==> src/rtl/axis_hs_pkg.sv <==
// Shared mode constants, widths and the half-word transform used by axis_half_sum_fifo.
package axis_hs_pkg;

  localparam logic [1:0] AXIS_HS_MODE_PASS = 2'd0;
  localparam logic [1:0] AXIS_HS_MODE_ADD  = 2'd1;
  localparam logic [1:0] AXIS_HS_MODE_XOR  = 2'd2;

  localparam int AXIS_HS_STATS_W = 32;
  localparam int AXIS_HS_MAX_W   = 512;
  localparam int AXIS_HS_IDX_W   = $clog2(AXIS_HS_MAX_W);

  typedef logic [AXIS_HS_MAX_W-1:0] axis_hs_word_t;

  // data arrives zero-extended from the live stream width; width marks where the halves split
  function automatic axis_hs_word_t axis_hs_apply(input logic [1:0] mode,
                                                  input axis_hs_word_t data,
                                                  input int width);
    axis_hs_word_t res;
    logic carry;
    int half;
    half  = width / 2;
    res   = '0;
    carry = 1'b0;
    case (mode)
      AXIS_HS_MODE_ADD: begin
        for (int i = 0; i < AXIS_HS_MAX_W / 2; i++) begin
          if (i < half) begin
            res[AXIS_HS_IDX_W'(i)] = data[AXIS_HS_IDX_W'(i)] ^ data[AXIS_HS_IDX_W'(i + half)] ^ carry;
            carry = (data[AXIS_HS_IDX_W'(i)] & data[AXIS_HS_IDX_W'(i + half)]) |
                    (carry & (data[AXIS_HS_IDX_W'(i)] ^ data[AXIS_HS_IDX_W'(i + half)]));
          end
        end
        for (int i = 0; i < AXIS_HS_MAX_W; i++) begin
          if (i >= half && i < width) res[AXIS_HS_IDX_W'(i)] = carry;
        end
      end
      AXIS_HS_MODE_XOR: begin
        for (int i = 0; i < AXIS_HS_MAX_W / 2; i++) begin
          if (i < half)
            res[AXIS_HS_IDX_W'(i)] = data[AXIS_HS_IDX_W'(i)] ^ data[AXIS_HS_IDX_W'(i + half)];
        end
      end
      default: res = data;
    endcase
    return res;
  endfunction

endpackage

==> src/rtl/axis_hs_sync_fifo.sv <==
// Synchronous first-word-fall-through FIFO with an occupancy output; DEPTH must be a power of two.
module axis_hs_sync_fifo #(
  parameter int WIDTH = 65,
  parameter int DEPTH = 8
) (
  input  logic                     clk,
  input  logic                     rst,
  input  logic                     push,
  input  logic [WIDTH-1:0]         push_data,
  input  logic                     pop,
  output logic [WIDTH-1:0]         head_data,
  output logic [$clog2(DEPTH):0]   level
);

  localparam int AW = $clog2(DEPTH);
  localparam logic [AW:0] FULL_LEVEL = (AW+1)'(DEPTH);

  logic [WIDTH-1:0] mem [DEPTH];
  logic [AW-1:0]    wr_ptr;
  logic [AW-1:0]    rd_ptr;
  logic             do_push;
  logic             do_pop;

  assign do_pop  = pop && (level != '0);
  assign do_push = push && ((level != FULL_LEVEL) || do_pop);

  always_ff @(posedge clk or posedge rst) begin
    if (rst) begin
      wr_ptr <= '0;
      rd_ptr <= '0;
      level  <= '0;
    end else begin
      if (do_push) wr_ptr <= wr_ptr + AW'(1);
      if (do_pop)  rd_ptr <= rd_ptr + AW'(1);
      case ({do_push, do_pop})
        2'b10:   level <= level + (AW+1)'(1);
        2'b01:   level <= level - (AW+1)'(1);
        default: level <= level;
      endcase
    end
  end

  // Storage carries no reset; the level register alone decides what is valid.
  always_ff @(posedge clk) begin
    if (do_push) mem[wr_ptr] <= push_data;
  end

  assign head_data = mem[rd_ptr];

endmodule

==> src/rtl/axis_half_sum_fifo.sv <==
// AXI-Stream stage: tkeep masking, per-packet half-word op, one stage register and an FWFT FIFO.
// Define AXIS_HS_STATS_EN to build the saturating beat/packet counters.
module axis_half_sum_fifo import axis_hs_pkg::*; #(
  parameter int TDATA_WIDTH = 64,
  parameter int TDATA_BYTES = TDATA_WIDTH / 8,
  parameter int FIFO_DEPTH  = 8
) (
  input  logic                          s_axis_aclk,
  input  logic                          s_axis_areset,
  input  logic [1:0]                    mode,
  input  logic [TDATA_WIDTH-1:0]        s_axis_tdata,
  input  logic [TDATA_BYTES-1:0]        s_axis_tkeep,
  input  logic                          s_axis_tlast,
  input  logic                          s_axis_tvalid,
  output logic                          s_axis_tready,
  output logic [TDATA_WIDTH-1:0]        m_axis_tdata,
  output logic [TDATA_BYTES-1:0]        m_axis_tkeep,
  output logic                          m_axis_tlast,
  output logic                          m_axis_tvalid,
  input  logic                          m_axis_tready,
  output logic [$clog2(FIFO_DEPTH):0]   fifo_level,
  output logic [AXIS_HS_STATS_W-1:0]    pkt_count,
  output logic [AXIS_HS_STATS_W-1:0]    beat_count,
  output logic [3:0]                    leds_4bits_tri_o
);

  localparam int LW = $clog2(FIFO_DEPTH) + 1;
  localparam logic [LW:0] DEPTH_CREDITS = (LW+1)'(FIFO_DEPTH);

  logic                   accept;
  logic                   pkt_start;
  logic [1:0]             mode_lat;
  logic [1:0]             mode_eff;
  logic [TDATA_WIDTH-1:0] masked;
  logic [TDATA_WIDTH-1:0] result;
  logic                   stage_valid;
  logic                   stage_last;
  logic [TDATA_WIDTH-1:0] stage_data;
  logic [TDATA_WIDTH:0]   head;
  logic [LW:0]            credit_used;
  logic                   led_toggle;

  always_comb begin
    masked = '0;
    for (int i = 0; i < TDATA_BYTES; i++)
      masked[8*i +: 8] = s_axis_tkeep[i] ? s_axis_tdata[8*i +: 8] : 8'h00;
  end

  // The first beat of a packet uses the live mode; later beats reuse the latched one.
  assign mode_eff = pkt_start ? mode : mode_lat;
  assign result   = TDATA_WIDTH'(axis_hs_apply(mode_eff, axis_hs_word_t'(masked), TDATA_WIDTH));

  // Credits count the stage slot too, so a beat in flight always has a FIFO entry waiting.
  assign credit_used   = {1'b0, fifo_level} + {{LW{1'b0}}, stage_valid};
  assign s_axis_tready = !s_axis_areset && (credit_used < DEPTH_CREDITS);
  assign accept        = s_axis_tvalid && s_axis_tready;

  always_ff @(posedge s_axis_aclk or posedge s_axis_areset) begin
    if (s_axis_areset) begin
      pkt_start   <= 1'b1;
      mode_lat    <= AXIS_HS_MODE_PASS;
      stage_valid <= 1'b0;
      stage_last  <= 1'b0;
      stage_data  <= '0;
      led_toggle  <= 1'b0;
    end else begin
      stage_valid <= accept;
      if (accept) begin
        stage_data <= result;
        stage_last <= s_axis_tlast;
        pkt_start  <= s_axis_tlast;
        if (pkt_start) mode_lat <= mode;
        if (s_axis_tlast) led_toggle <= ~led_toggle;
      end
    end
  end

  axis_hs_sync_fifo #(
    .WIDTH (TDATA_WIDTH + 1),
    .DEPTH (FIFO_DEPTH)
  ) u_fifo (
    .clk       (s_axis_aclk),
    .rst       (s_axis_areset),
    .push      (stage_valid),
    .push_data ({stage_last, stage_data}),
    .pop       (m_axis_tready),
    .head_data (head),
    .level     (fifo_level)
  );

  // Head contents are masked when empty so outputs read zero straight out of reset.
  assign m_axis_tvalid = (fifo_level != '0);
  assign m_axis_tdata  = m_axis_tvalid ? head[TDATA_WIDTH-1:0] : '0;
  assign m_axis_tlast  = m_axis_tvalid && head[TDATA_WIDTH];
  assign m_axis_tkeep  = '1;

  assign leds_4bits_tri_o = {(mode_lat == AXIS_HS_MODE_ADD) || (mode_lat == AXIS_HS_MODE_XOR),
                             m_axis_tvalid,
                             fifo_level == LW'(FIFO_DEPTH),
                             led_toggle};

`ifdef AXIS_HS_STATS_EN
  logic [AXIS_HS_STATS_W-1:0] beat_q;
  logic [AXIS_HS_STATS_W-1:0] pkt_q;

  always_ff @(posedge s_axis_aclk or posedge s_axis_areset) begin
    if (s_axis_areset) begin
      beat_q <= '0;
      pkt_q  <= '0;
    end else if (accept) begin
      if (~&beat_q) beat_q <= beat_q + AXIS_HS_STATS_W'(1);
      if (s_axis_tlast && ~&pkt_q) pkt_q <= pkt_q + AXIS_HS_STATS_W'(1);
    end
  end

  assign beat_count = beat_q;
  assign pkt_count  = pkt_q;
`else
  assign beat_count = '0;
  assign pkt_count  = '0;
`endif

endmodule

==> config.mk <==
export PLATFORM = sky130hd
export DESIGN_NAME = axis_half_sum_fifo
export DESIGN_NICKNAME = d
export VERILOG_FILES = /design/src/rtl/axis_hs_pkg.sv /design/src/rtl/axis_hs_sync_fifo.sv /design/src/rtl/axis_half_sum_fifo.sv
export SDC_FILE = /design/constraint.sdc
export NUM_CORES = 1
export LEC_CHECK = 0
export BUFFER_PORTS_ARGS = -buffer_cell sky130_fd_sc_hd__clkbuf_2
export CELL_PAD_IN_SITES_DETAIL_PLACEMENT = 2
export CELL_PAD_IN_SITES_GLOBAL_PLACEMENT = 2
export CORE_ASPECT_RATIO = 0.5
export CORE_UTILIZATION = 48
export DETAILED_ROUTE_END_ITERATION = 16
export PLACE_DENSITY = 0.84
export SLEW_MARGIN = 0
export SYNTH_ARGS = -nofsm -noshare
export SYNTH_HDL_FRONTEND = slang
export SYNTH_SLANG_ARGS = --single-unit
==> constraint.sdc <==
create_clock -name s_axis_aclk -period 12 [get_ports s_axis_aclk]
set_clock_uncertainty 0.2 [all_clocks]
set_input_delay 1.2 -clock s_axis_aclk [delete_from_list [all_inputs] [get_ports s_axis_aclk]]
set_output_delay 1.2 -clock s_axis_aclk [all_outputs]
set_load 0.01 [all_outputs]
==> impl_metrics.py <==
metrics = {
    "drt": {
        "drt_iter0_markers": 2463,
        "wl_met3_um": 9263,
        "topRoutingLayerUsed": "met5",
        "drt_pass1_iterations": 5,
        "totalWireLength_um": 101600,
        "routed_via_density": 6.601,
        "wl_met1_um": 38690,
        "route.vias.total": 16060,
        "routedWlPerCell_um": 41.77,
        "drtAntennaViolNets": 0,
        "dr_wl_met2_um": 47990,
        "drc": 0,
    },
    "sta": {
        "period_minus_slack_ns": 12.97,
        "setup_viol_count_final": 36,
        "final-hold-violation-count": 0,
        "setup_slack_ns": -0.9690,
        "worst_pin_slew_ns": 1.258,
        "setup_tns_ns": -28.62,
        "holdWs_ns": 0.3252,
        "fmax_mhz": 77.11,
        "drv_slew": 0,
        "post-route-period-util_pct": 108.1,
        "slew_headroom_pct": 16.10,
        "rsz0062_at_grt": "true",
    },
    "die": {
        "io_pins": 226,
        "die_h_um": 165.9,
        "rows": 59,
        "core_sq_um": 52490,
        "dieArea_sq_um": 54700,
        "die-width_um": 329.8,
        "initial_utilization_pct": 49.13,
    },
    "min_path": {
        "hp-start": "pkt_start",
        "hold-path-cell-count": 2,
        "min_to": "pkt_start",
        "hold_path_class": "register to register",
    },
    "clocking": {
        "ctsLongestPathBuffers": 3,
        "cts.sinks": 600,
        "clk_pin_slew_ns": 0.08,
        "cts_tree": "yes",
        "clk_latency_ns": 0.64,
        "root_buffer": "clkbuf_16",
        "hold_buffers": 0,
        "htreeDepth": 2,
        "cts_inserted_buffers": 53,
    },
    "placement": {
        "dpl-instance-area_sq_um": 27120,
        "place.gp.congestion": 0.8363,
        "detailedPlacementHpwl_um": 50870,
        "portBuffers": 153,
        "dp_cells": 2312,
        "dp_slack_ns": -1.258,
    },
    "yosys": {
        "synth_edf_count": 520,
        "netlist.area_leader.share_pct": 60.56,
        "seq_area_frac_synth_pct": 68.33,
        "yosysWarnings": 0,
        "async_flop_share_pct": 13.33,
        "ys_types": 45,
        "synth_area_leader_cell": "edfxtp_1",
        "synth_area_sq_um": 25780,
        "synth-seq-cells": 600,
        "synth.area.top_cells": "edfxtp_1, mux4_2, dfrtp_1",
        "syn_avg_cell_area_sq_um": 17.03,
        "syn_inst": 1514,
        "ys.flop_type": "edfxtp_1",
    },
    "pwr": {
        "p_seq_share_pct": 43.5,
        "comb_power_share_pct": 31.7,
        "p_sw_mw": 2.982,
        "p_leak_nw": 10.96,
        "p_total_mw": 7.656,
        "p_int_mw": 4.674,
        "power_density_nw_per_um2": 262.9,
        "swShare_pct": 38.95,
        "peakVddDrop_v": 0.0002498,
        "clkPwrFrac_pct": 24.8,
    },
    "setup_path": {
        "criticalPathCategory": "primary input to register",
        "required_ns": 12.31,
        "slowest_stage": "fa_2",
        "end_kind": "register",
        "max_stage_delay_ns": 0.40,
        "rr_startpoint": "u_fifo.level[1]",
        "crit_arrival_ns": 13.27,
        "reg2reg_slack_ns": 7.91,
        "r2r-end": "u_fifo.level[3]",
        "reg2regPathDepth": 10,
        "cpMostUsedCell": "fa_2",
        "critPathLaunchType": "primary input",
        "path_max_fanout": 8,
    },
    "outcome": {
        "violations": "setup timing",
        "status": "finished with violations",
    },
    "global_route": {
        "grt_pass1_wl_um": 134700,
        "grt_pass1_vias": 16858,
        "antenna_found_initial": 14,
        "groute.usage.overall_pct": 35.31,
        "grt_max_degree": 98,
        "grt_overflow_total": 0,
    },
    "cells_and_area": {
        "final_area_sq_um": 29120,
        "layout-drive-gt1-share_pct": 28.10,
        "nets": 1824,
        "areaGrowthSynthToFinish_pct": 12.94,
        "postLayoutCoreUtil_pct": 55.48,
        "stdcell_count": 2433,
        "n_fill_cell": 4580,
    },
    "run": {
        "cap_violations": 0,
    },
}
## power groups by stage
stage | combinational, mW | clock, mW | sequential, mW
final | 2.43 | 1.90 | 3.33
after global routing | 2.52 | 1.96 | 3.35
after CTS | 2.34 | 1.83 | 3.26
after global placement | 2.02 | 0 | 3.17
after detailed placement | 2.20 | 0 | 3.28
after floorplan | 1.55 | 0 | 2.98
## state kept, by name, summed over array words and instances (netlist names)
name	cells
mode_lat	2
stage_last	1
u_fifo.rd_ptr	3
led_toggle	1
stage_valid	1
pkt_start	1
u_fifo.level	4
u_fifo.wr_ptr	3
stage_data	64
u_fifo.mem	520
## worst max-delay path: cells and delay by family
family                     cells  cell delay (ns)
AOI/OAI and AO/OA              2             0.36
buffers and inverters         16             1.27
adders and majority gates     31            10.00
and+or+nand+nor                2             0.41
## area by class of cell
class / count / area, sq um / share of cell area (%)
multi-input cells: 741 / 7361 / 25.28
clock buffers: 78 / 1471 / 5.053
flip-flops and latches: 600 / 17630 / 60.54
inverters: 84 / 321.6 / 1.104
diodes: 13 / 32.53 / 0.1117
well taps: 701 / 877.1 / 3.012
clock inverters: 21 / 264.0 / 0.9066
repair buffers: 195 / 1165 / 4.000
## kinds of logic after synthesis
logic type	after synthesis	share of synthesized area, %
xor+xnor	9	0.3057
other cells	2	0.02913
flops	600	68.33
buf+inv	243	5.056
fa+ha+maj	70	4.328
simple gates	218	3.591
mux	201	14.13
compound gates	171	4.236
## cell usage in the layout, fill, tap and decap left out, types with 20 or more instances in the layout
| cell | synthesis | routed |
|---|---|---|
| clkbuf_16 | 0 | 55 |
| nand2_1 | 92 | 91 |
| fa_2 | 0 | 31 |
| buf_4 | 74 | 35 |
| clkbuf_2 | 0 | 150 |
| conb_1 | 2 | 72 |
| inv_1 | 84 | 70 |
| a21o_1 | 20 | 20 |
| clkbuf_1 | 42 | 21 |
| dfrtp_1 | 79 | 76 |
| a221oi_1 | 20 | 20 |
| a21oi_1 | 44 | 39 |
| o21ai_1 | 6 | 23 |
| and2_1 | 25 | 22 |
| edfxtp_1 | 520 | 520 |
| ha_1 | 38 | 36 |
| nor2_1 | 84 | 80 |
| mux2i_1 | 68 | 68 |
| mux4_2 | 130 | 130 |
| a211oi_1 | 21 | 21 |
## metal layers
layer | vias to the layer above | track usage, %
met5 | - | 0
met4 | 4 | 17.49
met3 | 341 | 7.011
met2 | 1242 | 56.64
met1 | 8574 | 46.35
li1 | 5899 | -
## cell usage after synthesis, types with 10 or more instances
| master | instances |
|---|---|
| ha_1 | 38 |
| a21o_1 | 20 |
| buf_1 | 10 |
| nand2_1 | 92 |
| edfxtp_1 | 520 |
| a22oi_1 | 11 |
| buf_6 | 10 |
| buf_4 | 74 |
| a211oi_1 | 21 |
| buf_2 | 22 |
| inv_1 | 84 |
| and2_1 | 25 |
| nor2_1 | 84 |
| dfrtp_1 | 79 |
| o21ai_0 | 42 |
| mux4_2 | 130 |
| clkbuf_1 | 42 |
| a21oi_1 | 44 |
| fa_1 | 32 |
| mux2i_1 | 68 |
| a221oi_1 | 20 |
## what timing repair did
action	in CTS	in global routing
endpoints found under the setup margin	35	36
pin swaps	14	14
gates resized for setup	48	27
buffers inserted	6	3
cloned	2	1
## worst max path at each step
stage                     start             end  cells after the start
3_5_place_dp    s_axis_tkeep[4]  stage_data[31]                     50
4_1_cts         s_axis_tkeep[0]  stage_data[58]                     51
5_1_grt         s_axis_tkeep[0]  stage_data[46]                     51
6_report        s_axis_tkeep[0]  stage_data[46]                     51
3_3_place_gp    s_axis_tkeep[4]  stage_data[31]                     50
2_1_floorplan  s_axis_tdata[32]  stage_data[31]                     49
Power figures use the tool's default switching activity.
